--- src/rtl/gctr_frame_feeder_if.sv ---
// rtl/gctr_frame_feeder_if.sv - framed plaintext in / GCTR feed out bundle
interface gctr_frame_feeder_if #(
    parameter int NB_BLOCK = 128,
    parameter int N_BLOCKS = 2,
    parameter int NB_IV    = 96
);
    localparam int NB_DATA = N_BLOCKS * NB_BLOCK;
    localparam int NB_LAST = $clog2(N_BLOCKS * 16) + 1;

    logic [NB_DATA-1:0]  i_data;
    logic                i_valid;
    logic                i_sof;
    logic                i_eof;
    logic [NB_LAST-1:0]  i_last_bytes;
    logic [NB_IV-1:0]    i_iv;

    logic [NB_DATA-1:0]  o_data;
    logic                o_valid;
    logic                o_sop;
    logic [NB_BLOCK-1:0] o_initial_cb;
    logic [NB_BLOCK-1:0] o_j0;
    logic [63:0]         o_len_c_bits;
    logic                o_len_valid;
    logic                o_len_err;
    logic                o_proto_err;

    modport master (
        output i_data, i_valid, i_sof, i_eof, i_last_bytes, i_iv,
        input  o_data, o_valid, o_sop, o_initial_cb, o_j0,
               o_len_c_bits, o_len_valid, o_len_err, o_proto_err
    );

    modport slave (
        input  i_data, i_valid, i_sof, i_eof, i_last_bytes, i_iv,
        output o_data, o_valid, o_sop, o_initial_cb, o_j0,
               o_len_c_bits, o_len_valid, o_len_err, o_proto_err
    );
endinterface

--- src/rtl/gctr_frame_feeder.sv ---
// rtl/gctr_frame_feeder.sv - framed plaintext to GCTR input adapter with J0 build, tail masking, length count
module gctr_frame_feeder #(
    parameter int NB_BLOCK = 128,
    parameter int N_BLOCKS = 2,
    parameter int NB_IV    = 96,
    parameter int NB_DATA  = N_BLOCKS * NB_BLOCK,
    parameter int NB_LAST  = $clog2(N_BLOCKS * 16) + 1
) (
    input logic                 i_clock,
    input logic                 i_reset,
    gctr_frame_feeder_if.slave  bus
);
    localparam int                 NB_BYTES   = N_BLOCKS * 16;
    localparam logic [NB_LAST-1:0] FULL_BYTES = NB_LAST'(NB_BYTES);
    localparam logic [32:0]        BLK_LIMIT  = 33'h0_FFFF_FFFE;

    typedef enum logic [1:0] {
        ST_IDLE,
        ST_BODY,
        ST_LEN
    } state_t;

    state_t              state_q, state_d;
    logic [35:0]         byte_cnt_q, byte_cnt_d;
    logic [32:0]         blk_cnt_q, blk_cnt_d;
    logic [NB_DATA-1:0]  data_q, data_d;
    logic                valid_q, valid_d;
    logic                sop_q, sop_d;
    logic [NB_BLOCK-1:0] cb_q, cb_d;
    logic [NB_BLOCK-1:0] j0_q, j0_d;
    logic [63:0]         len_bits_q, len_bits_d;
    logic                len_valid_q, len_valid_d;
    logic                len_err_q, len_err_d;
    logic                proto_err_q, proto_err_d;

    logic                start;
    logic                accept;
    logic [NB_LAST-1:0]  eff_last;
    logic [NB_LAST-1:0]  word_bytes;
    logic [NB_LAST-1:0]  word_blocks;
    logic [35:0]         byte_base;
    logic [32:0]         blk_base;
    logic [NB_DATA-1:0]  masked;

    always_comb begin
        state_d     = state_q;
        byte_cnt_d  = byte_cnt_q;
        blk_cnt_d   = blk_cnt_q;
        data_d      = '0;
        valid_d     = 1'b0;
        sop_d       = 1'b0;
        cb_d        = cb_q;
        j0_d        = j0_q;
        len_bits_d  = len_bits_q;
        len_valid_d = 1'b0;
        len_err_d   = len_err_q;
        proto_err_d = 1'b0;
        start       = 1'b0;
        accept      = 1'b0;

        // Zero or out-of-range tail count both mean a full word.
        eff_last    = ((bus.i_last_bytes == '0) || (bus.i_last_bytes > FULL_BYTES))
                      ? FULL_BYTES : bus.i_last_bytes;
        word_bytes  = bus.i_eof ? eff_last : FULL_BYTES;
        word_blocks = (word_bytes + NB_LAST'(15)) >> 4;

        masked = bus.i_data;
        for (int k = 0; k < NB_BYTES; k++) begin
            if (bus.i_eof && (k >= int'(eff_last))) begin
                masked[(k / 16) * NB_BLOCK + NB_BLOCK - 1 - 8 * (k % 16) -: 8] = 8'h00;
            end
        end

        if (state_q == ST_LEN) begin
            len_valid_d = 1'b1;
            len_bits_d  = {25'd0, byte_cnt_q, 3'b000};
            state_d     = ST_IDLE;
        end

        if (bus.i_valid) begin
            if (bus.i_sof) begin
                start       = 1'b1;
                proto_err_d = (state_q == ST_BODY);
            end else if (state_q == ST_BODY) begin
                accept = 1'b1;
            end else begin
                proto_err_d = 1'b1;
            end
        end

        byte_base = start ? 36'd0 : byte_cnt_q;
        blk_base  = start ? 33'd0 : blk_cnt_q;

        if (start) begin
            sop_d = 1'b1;
            cb_d  = {bus.i_iv, 32'd2};
            j0_d  = {bus.i_iv, 32'd1};
        end

        if (start || accept) begin
            valid_d    = 1'b1;
            data_d     = masked;
            byte_cnt_d = byte_base + 36'(word_bytes);
            blk_cnt_d  = blk_base + 33'(word_blocks);
            len_err_d  = (start ? 1'b0 : len_err_q) | (blk_cnt_d > BLK_LIMIT);
            state_d    = bus.i_eof ? ST_LEN : ST_BODY;
        end
    end

    always_ff @(posedge i_clock) begin
        if (i_reset) begin
            state_q     <= ST_IDLE;
            byte_cnt_q  <= '0;
            blk_cnt_q   <= '0;
            data_q      <= '0;
            valid_q     <= 1'b0;
            sop_q       <= 1'b0;
            cb_q        <= '0;
            j0_q        <= '0;
            len_bits_q  <= '0;
            len_valid_q <= 1'b0;
            len_err_q   <= 1'b0;
            proto_err_q <= 1'b0;
        end else begin
            state_q     <= state_d;
            byte_cnt_q  <= byte_cnt_d;
            blk_cnt_q   <= blk_cnt_d;
            data_q      <= data_d;
            valid_q     <= valid_d;
            sop_q       <= sop_d;
            cb_q        <= cb_d;
            j0_q        <= j0_d;
            len_bits_q  <= len_bits_d;
            len_valid_q <= len_valid_d;
            len_err_q   <= len_err_d;
            proto_err_q <= proto_err_d;
        end
    end

    assign bus.o_data       = data_q;
    assign bus.o_valid      = valid_q;
    assign bus.o_sop        = sop_q;
    assign bus.o_initial_cb = cb_q;
    assign bus.o_j0         = j0_q;
    assign bus.o_len_c_bits = len_bits_q;
    assign bus.o_len_valid  = len_valid_q;
    assign bus.o_len_err    = len_err_q;
    assign bus.o_proto_err  = proto_err_q;
endmodule
--- src/flat_wrapper.sv ---
// flat-port wrapper written by rule: the top's interface ports become plain ports
module gctr_frame_feeder_flat 
#(
    parameter int NB_BLOCK = 128,
    parameter int N_BLOCKS = 2,
    parameter int NB_IV    = 96,
    parameter int NB_DATA  = N_BLOCKS * NB_BLOCK,
    parameter int NB_LAST  = $clog2(N_BLOCKS * 16) + 1
)
  (i_clock, i_reset, bus_i_data, bus_i_valid, bus_i_sof, bus_i_eof, bus_i_last_bytes, bus_i_iv, bus_o_data, bus_o_valid, bus_o_sop, bus_o_initial_cb, bus_o_j0, bus_o_len_c_bits, bus_o_len_valid, bus_o_len_err, bus_o_proto_err);
  gctr_frame_feeder_if #(.NB_BLOCK(NB_BLOCK), .N_BLOCKS(N_BLOCKS), .NB_IV(NB_IV)) bus_i ();
  input logic i_clock;
  input logic i_reset;
  input wire logic [$bits(bus_i.i_data)-1:0] bus_i_data;
  input wire logic [$bits(bus_i.i_valid)-1:0] bus_i_valid;
  input wire logic [$bits(bus_i.i_sof)-1:0] bus_i_sof;
  input wire logic [$bits(bus_i.i_eof)-1:0] bus_i_eof;
  input wire logic [$bits(bus_i.i_last_bytes)-1:0] bus_i_last_bytes;
  input wire logic [$bits(bus_i.i_iv)-1:0] bus_i_iv;
  output wire logic [$bits(bus_i.o_data)-1:0] bus_o_data;
  output wire logic [$bits(bus_i.o_valid)-1:0] bus_o_valid;
  output wire logic [$bits(bus_i.o_sop)-1:0] bus_o_sop;
  output wire logic [$bits(bus_i.o_initial_cb)-1:0] bus_o_initial_cb;
  output wire logic [$bits(bus_i.o_j0)-1:0] bus_o_j0;
  output wire logic [$bits(bus_i.o_len_c_bits)-1:0] bus_o_len_c_bits;
  output wire logic [$bits(bus_i.o_len_valid)-1:0] bus_o_len_valid;
  output wire logic [$bits(bus_i.o_len_err)-1:0] bus_o_len_err;
  output wire logic [$bits(bus_i.o_proto_err)-1:0] bus_o_proto_err;
  assign bus_i.i_data = bus_i_data;
  assign bus_i.i_valid = bus_i_valid;
  assign bus_i.i_sof = bus_i_sof;
  assign bus_i.i_eof = bus_i_eof;
  assign bus_i.i_last_bytes = bus_i_last_bytes;
  assign bus_i.i_iv = bus_i_iv;
  assign bus_o_data = bus_i.o_data;
  assign bus_o_valid = bus_i.o_valid;
  assign bus_o_sop = bus_i.o_sop;
  assign bus_o_initial_cb = bus_i.o_initial_cb;
  assign bus_o_j0 = bus_i.o_j0;
  assign bus_o_len_c_bits = bus_i.o_len_c_bits;
  assign bus_o_len_valid = bus_i.o_len_valid;
  assign bus_o_len_err = bus_i.o_len_err;
  assign bus_o_proto_err = bus_i.o_proto_err;
  gctr_frame_feeder #(.NB_BLOCK(NB_BLOCK), .N_BLOCKS(N_BLOCKS), .NB_IV(NB_IV), .NB_DATA(NB_DATA), .NB_LAST(NB_LAST)) u_core (.i_clock(i_clock), .i_reset(i_reset), .bus(bus_i));
endmodule
--- config.mk ---
export PLATFORM = sky130hd
export DESIGN_NAME = gctr_frame_feeder_flat
export DESIGN_NICKNAME = d
export VERILOG_FILES = /design/src/rtl/gctr_frame_feeder_if.sv /design/src/rtl/gctr_frame_feeder.sv /design/src/flat_wrapper.sv
export SDC_FILE = /design/constraint.sdc
export NUM_CORES = 1
export LEC_CHECK = 0
export ABC_AREA = 1
export BUFFER_PORTS_ARGS = -buffer_cell sky130_fd_sc_hd__buf_2
export CELL_PAD_IN_SITES_DETAIL_PLACEMENT = 1
export CELL_PAD_IN_SITES_GLOBAL_PLACEMENT = 1
export CORE_AREA = 2 2 362 364
export CTS_BUF_LIST = sky130_fd_sc_hd__clkbuf_8
export CTS_CLUSTER_DIAMETER = 50
export DETAILED_ROUTE_END_ITERATION = 8
export DIE_AREA = 0 0 364 366
export PLACE_DENSITY_LB_ADDON = 0.1
export SLEW_MARGIN = 20
export SYNTH_ARGS = -nofsm -noshare
export SYNTH_HDL_FRONTEND = slang
export SYNTH_SLANG_ARGS = --single-unit
--- constraint.sdc ---
create_clock -name i_clock -period 8.3 [get_ports i_clock]
set_input_delay 1.66 -clock i_clock [delete_from_list [all_inputs] [get_ports i_clock]]
set_output_delay 1.66 -clock i_clock [all_outputs]
set_load 0.05 [all_outputs]
======== Word-level counts from Yosys, hierarchy flattened ========
Cells that the tools add are included.
operators by class
  add/subtract/negate cells ............... 3
  multipliers ............................. 0
  divide/modulo/power cells ............... 0
  order comparisons ....................... 34
  eq/ne operators ......................... 2
  shift operators ......................... 0
  mux-type cells .......................... 18
  bitwise operators ....................... 3
  reductions and logical operators ........ 69
operators with widths
  cell                                                              number
  >= comparator 5 x 6 -> 1 bit (first input constant)               16
  OR reduction 3 bit                                                32
  >= comparator 4 x 6 -> 1 bit (first input constant)               8
  adder 36 x 6 -> 36 bit                                            1
  2-to-1 mux 36 bit                                                 1
  adder 33 x 2 -> 33 bit                                            1
  greater-than comparator 33 x 32 -> 1 bit (second input constant)  1
  2-to-1 mux 33 bit                                                 1
  logical AND 1 bit                                                 32
  >= comparator 3 x 6 -> 1 bit (first input constant)               4
  >= comparator 1 x 6 -> 1 bit (first input constant)               2
  >= comparator 2 x 6 -> 1 bit (first input constant)               2
  2-to-1 mux 6 bit                                                  2
  2-to-1 mux 1 bit                                                  11
  adder 6 x 4 -> 6 bit (second input constant)                      1
  greater-than comparator 6 bit (second input constant)             1
  zero test 6 bit                                                   1
  2-to-1 mux 2 bit                                                  3
  equality test 2 x 1 -> 1 bit (second input constant)              1
  equality test 2 bit (second input constant)                       1
  logical OR 1 bit                                                  2
  inverter 1 bit                                                    2
  nonzero test 2 bit                                                1
  OR reduction 2 bit                                                1
  bitwise OR 1 bit                                                  1
word-level totals
  register bits after elaboration ......... 465
  latch bits .............................. 0
  RAM bits ................................ 0
  memory bits (read-only) ................. 0
  input bits .............................. 363
  output and inout bits ................... 581
  word-level logic and storage cells ...... 171
  memories ................................ 0

======== Depth between registers and ports, before layout ========
  depth after elaboration ................. 8
  gate-level depth with buffers ........... 32
  depth with buffers taken out ............ 32

======== Worst setup path after synthesis ========
No wires, ideal clock.
  path type ............................... input -> register
  start ................................... input port bus_i_valid
  end ..................................... register u_core.len_err_q (netlist: u_core.bus.o_len_err)
  library setup time ...................... 0.109 ns
  arrival ................................. 4.713 ns
  required time ........................... 8.191 ns
  setup slack ............................. 3.478 ns
  stages on the path ...................... 27
  path buffers ............................ 5
  cell sequence ........................... nand2_2 -> inv_2 -> buf_6 -> buf_6 -> clkbuf_1 -> buf_2 -> buf_1 -> nor2_1 -> ha_1 -> inv_1 -> fa_1 -> inv_1 -> nand4_2 -> nor2_1 -> nand2_1 -> nor2_1 -> nand2_1 -> o21ai_0 -> nand2_1 -> nand3_1 -> nor2_1 -> nand2_1 -> nor2_1 -> nand2_1 -> nand3_1 -> nand2_1 -> inv_1
on the way
  longest elaborated chain between the ends .. 5
  elaborated cells between the ends (all ways) .. 8
  classes of those cells .................. add/sub (1); order compare (1); mux (4); bitwise (1); reduce/logical (1)
ends and longest elaborated chain
  element                                   line                      source
  start, declared                           flat_wrapper.sv:15        input wire logic [$bits(bus_i.i_valid)-1:0] bus_i_valid;
  2-to-1 mux 1 bit                          gctr_frame_feeder.sv:80   if (bus.i_valid) begin
  2-to-1 mux 33 bit                         gctr_frame_feeder.sv:92   blk_base = start ? 33'd0 : blk_cnt_q;
  adder 33 x 2 -> 33 bit                    gctr_frame_feeder.sv:104  blk_cnt_d = blk_base + 33'(word_blocks);
  greater-than comparator 33 x 32 -> 1 bit  gctr_frame_feeder.sv:105  len_err_d = (start ? 1'b0 : len_err_q) | (blk_cnt_d > BLK_LIMIT);
  bitwise OR 1 bit                          gctr_frame_feeder.sv:105
  end signal, assigned                      gctr_frame_feeder.sv:135  len_err_q <= len_err_d;
  end, declared                             gctr_frame_feeder.sv:33   logic len_err_q, len_err_d;
Several ways; a longest one is shown, not always the timed one.
A chain may end at the register's enable or synchronous reset.

======== Worst setup path in the final report ========
  start ................................... input port bus_i_last_bytes[3]
  end ..................................... register u_core.len_err_q (netlist: u_core.bus.o_len_err)
on the way
  longest elaborated chain between the ends .. 8
  elaborated cells between the ends (all ways) .. 9
  classes of those cells .................. add/sub (2); order compare (2); mux (2); bitwise (1); reduce/logical (2)
ends and longest elaborated chain
  element                                                           line                      source
  start, declared                                                   flat_wrapper.sv:18        input wire logic [$bits(bus_i.i_last_bytes)-1:0] bus_i_last_bytes;
  greater-than comparator 6 bit or zero test 6 bit (tied branches)  gctr_frame_feeder.sv:62   eff_last = ((bus.i_last_bytes == '0) || (bus.i_last_bytes > FULL_BYTES))
  logical OR 1 bit                                                  gctr_frame_feeder.sv:62
  2-to-1 mux 6 bit (*)                                              gctr_frame_feeder.sv:63   ? FULL_BYTES : bus.i_last_bytes;
  2-to-1 mux 6 bit (*)                                              gctr_frame_feeder.sv:64   word_bytes = bus.i_eof ? eff_last : FULL_BYTES;
  adder 6 x 4 -> 6 bit (*)                                          gctr_frame_feeder.sv:65   word_blocks = (word_bytes + NB_LAST'(15)) >> 4;
  adder 33 x 2 -> 33 bit (*)                                        gctr_frame_feeder.sv:104
  greater-than comparator 33 x 32 -> 1 bit (*)                      gctr_frame_feeder.sv:105
  bitwise OR 1 bit (*)                                              gctr_frame_feeder.sv:105
Mark *: on every way between the ends. The rest lies on a longest branch, timed or not.

==> out/metrics.csv <==
metric;value;unit
highest cell delay on the worst timing path;430;ps
Async S/R FF share, synth;0;%
endpoint class of the critical path;flip-flop;
area leader, netlist;dfxtp_1;
main combinational cell family by area after synthesis;simple AND/OR/NAND/NOR gates;
first-pass GRT wire length;145;mm
initial antenna violation count;50;
Worst EP arrival;5640;ps
Syn-to-layout area delta;40.8;%
synthesized area;18500;um2
CP required;9050;ps
Mapped Cells;2462;
register area share after synthesis;50.2;%
cts bufs inserted;105;
DRC viols;0;
hold-fix buffers at CTS;0;
Pwr Density;241;nW/um2
Comb pwr share;16.1;%
I/O Buffers;853;
r2r worst-path depth;12;
commonest cells in the netlist;625 x nor2_1, 465 x dfxtp_1, 417 x inv_1, 224 x nand2_1, 187 x buf_4;
Core Region;129000;um2
Die X;364;um
per-cell routed wire length;20.8;um
fill count;15700;
Root Buffer;clkbuf_8;
Tcrit/Tclk final;58.9;%
syn avg cell area;7.53;um2
die area;133000;um2
most frequent cell after synthesis;nor2_1;
WHS Path Cells;2;
share of the synthesized area in the top cell type;50.2;%
Post-Synth XOR/XNOR Area;0.567;%
Setup CP Type;in2reg;
routed via count;18100;
RSZ-0062 raised after global routing;no;
slowest stage cell, crit path;nor3_1;
Static Leak;13.7;nW
I/O Pins;944;
final wirelength;106;mm
dpl hpwl;86.7;mm
Total Neg Setup Slack;0;ps
CP dominant cell by count;nand2_1;
initial DRC count;717;
post-route insts no fill;5112;
Flop pwr share;38.0;%
Initial Util;14.4;%
Final #Nets;3641;
Max FO, Critical Path;4;
Max Cap Viol;0;
R2R Path Start;u_core.state_q[0];
Final Critical Period;4890;ps
layout cells sized above 1;32.0;%
# setup viols final;0;
maximum VDD drop;108;uV
largest net degree at the start of global routing;100;
Main synth FF type;dfxtp_1;
GR Overflow Total;0;
register bit count reported by yosys;465;
crit start category;input pin;
Switch Pwr;0.00206;W
post-CTS sizing;0;
row cnt;132;
final hold violations;0;
CTS tree;done;
CP startpoint;bus_i_last_bytes[3];
TritonCTS Sinks;465;
routability congestion estimate;0.797;
Min Hold Slack;455;ps
GR Util All Layers;15.5;%
EDFF count, synth;0;
Compound-Gate Fraction of Synth Area;8.68;%
clock power share;45.9;%
Hold Crit Class;reg2reg;
Distinct cells, synth;47;
Worst Skew;58.2;ps
Yosys Warn Count;0;
ranking of synthesized cells by area;dfxtp_1 50%, nor2_1 13%, inv_1 8.4%;
htree depth;3;
clock latency at the later pin of the worst-skew pair;810;ps
post-CTS setup buffers;0;
Max-slew headroom;32.1;%
multiplexer share of the synthesized area;0;%
die height;366;um
hold_sp;u_core.byte_cnt_q[33];
fin. max-slew vios;0;
Slew @ Worst Pin;1010;ps
CTS max path bufs;3;
CTS clk-pin slew, worst paths;50;ps
Pre-antenna DRT Iters;5;
Switching Fraction;32.7;%
outcome;completed;
Cells after DPL;4903;
Post-Synth Adder-Cell Area;0.648;%
fmax;0.204;GHz
post-route ant nets;0;
vias in the first global route;18400;
via/cell ratio;3.53;
Cell Int Power;0.00424;W
Post-Synth Simple-Gate Area;22.0;%
[final timing paths]
check,endpoint,slack (ps)
min,u_core.bus.o_len_c_bits[36],460
max reg2reg,u_core.bus.o_data[207],4620
min reg2reg,u_core.bus.o_len_c_bits[36],460
max,u_core.bus.o_len_err,3410
[power by group through the flow]
stage | combinational (W) | clock [W] | sequential [W]
final | 0.00101 | 0.00289 | 0.00239
after global routing | 0.00108 | 0.00313 | 0.00240
after CTS | 0.00103 | 0.00303 | 0.00240
after detailed placement | 0.00102 | 0 | 0.00244
after global placement | 0.00103 | 0 | 0.00244
after floorplan | 0.000482 | 0 | 0.00270
[per-layer routing]
| layer | wire length [um] | up-vias | GRT usage (%) |
|---|---|---|---|
| met4 | 3050 | 32 | 5.87 |
| met1 | 42300 | 8335 | 17.0 |
| met2 | 53400 | 633 | 27.6 |
| met3 | 7330 | 198 | 4.81 |
| li1 | - | 8866 | - |
| met5 | 213 | - | 0.254 |
[cell usage in the layout (no fill, tap or decap), types with 5 or more instances in the layout]
master and count:
xor2_1 8, o21ai_0 182, o21ai_1 12, diode_2 21, buf_2 853, nor2_2 9
conb_1 90, inv_2 6, bufinv_16 11, nand3_2 5, nand2_1 224, nor4_1 8
nor3_1 21, clkinv_2 11, nand3b_1 8, nand3_1 55, dfxtp_1 465, a21oi_1 70
a31oi_1 8, inv_1 449, nor2_1 625, nand4_1 17, buf_4 15, clkbuf_8 124
o211ai_1 7, ha_1 8
[critical path, delay by kind of cell]
| kind | cells | cell delay [ps] |
|---|---|---|
| XOR/XNOR | 1 | 210 |
| buffers and inverters | 6 | 550 |
| adder cells (fa/ha/maj) | 2 | 620 |
| AND/OR/NAND/NOR | 20 | 2580 |
[cell type report]
class / instances / area [um2] / area share (%)
antenna: 21 / 52.6 / 0.201
tap: 1742 / 2180 / 8.34
multi-input combinational: 1403 / 6270 / 24.0
sequential: 465 / 9310 / 35.6
clock inverter: 63 / 594 / 2.28
clock buffer: 124 / 1710 / 6.53
inverter: 425 / 1610 / 6.15
timing repair buffer: 869 / 4410 / 16.9
[registers in the layout, indices dropped and copies added (netlist names)]
register	count
u_core.blk_cnt_q	33
u_core.bus.o_data	256
u_core.bus.o_initial_cb	97
u_core.bus.o_len_c_bits	36
u_core.bus.o_len_err	1
u_core.bus.o_len_valid	1
u_core.bus.o_proto_err	1
u_core.bus.o_sop	1
u_core.bus.o_valid	1
u_core.byte_cnt_q	36
u_core.state_q	2
[cell families (layout without fill, tap and decap cells)]
family,Yosys count,count (layout)
buf+inv,683,1481
compound gates,300,300
fa+ha+maj,9,9
xor+xnor,12,12
other cells,1,111
flops,465,465
simple gates,992,992
[metrics by stage]
stage	power, W	setup slack (ps)	cell area, um2	utilization (%)
finish	0.00629	3410	26100	20.3
global route	0.00662	2820	26100	20.2
CTS	0.00646	3450	26000	20.2
detailed placement	0.00347	2490	23700	18.4
global placement	0.00347	2530	23700	18.4
floorplan	0.00318	3480	18900	-
Note: power is estimated with default switching activity, not from simulation.
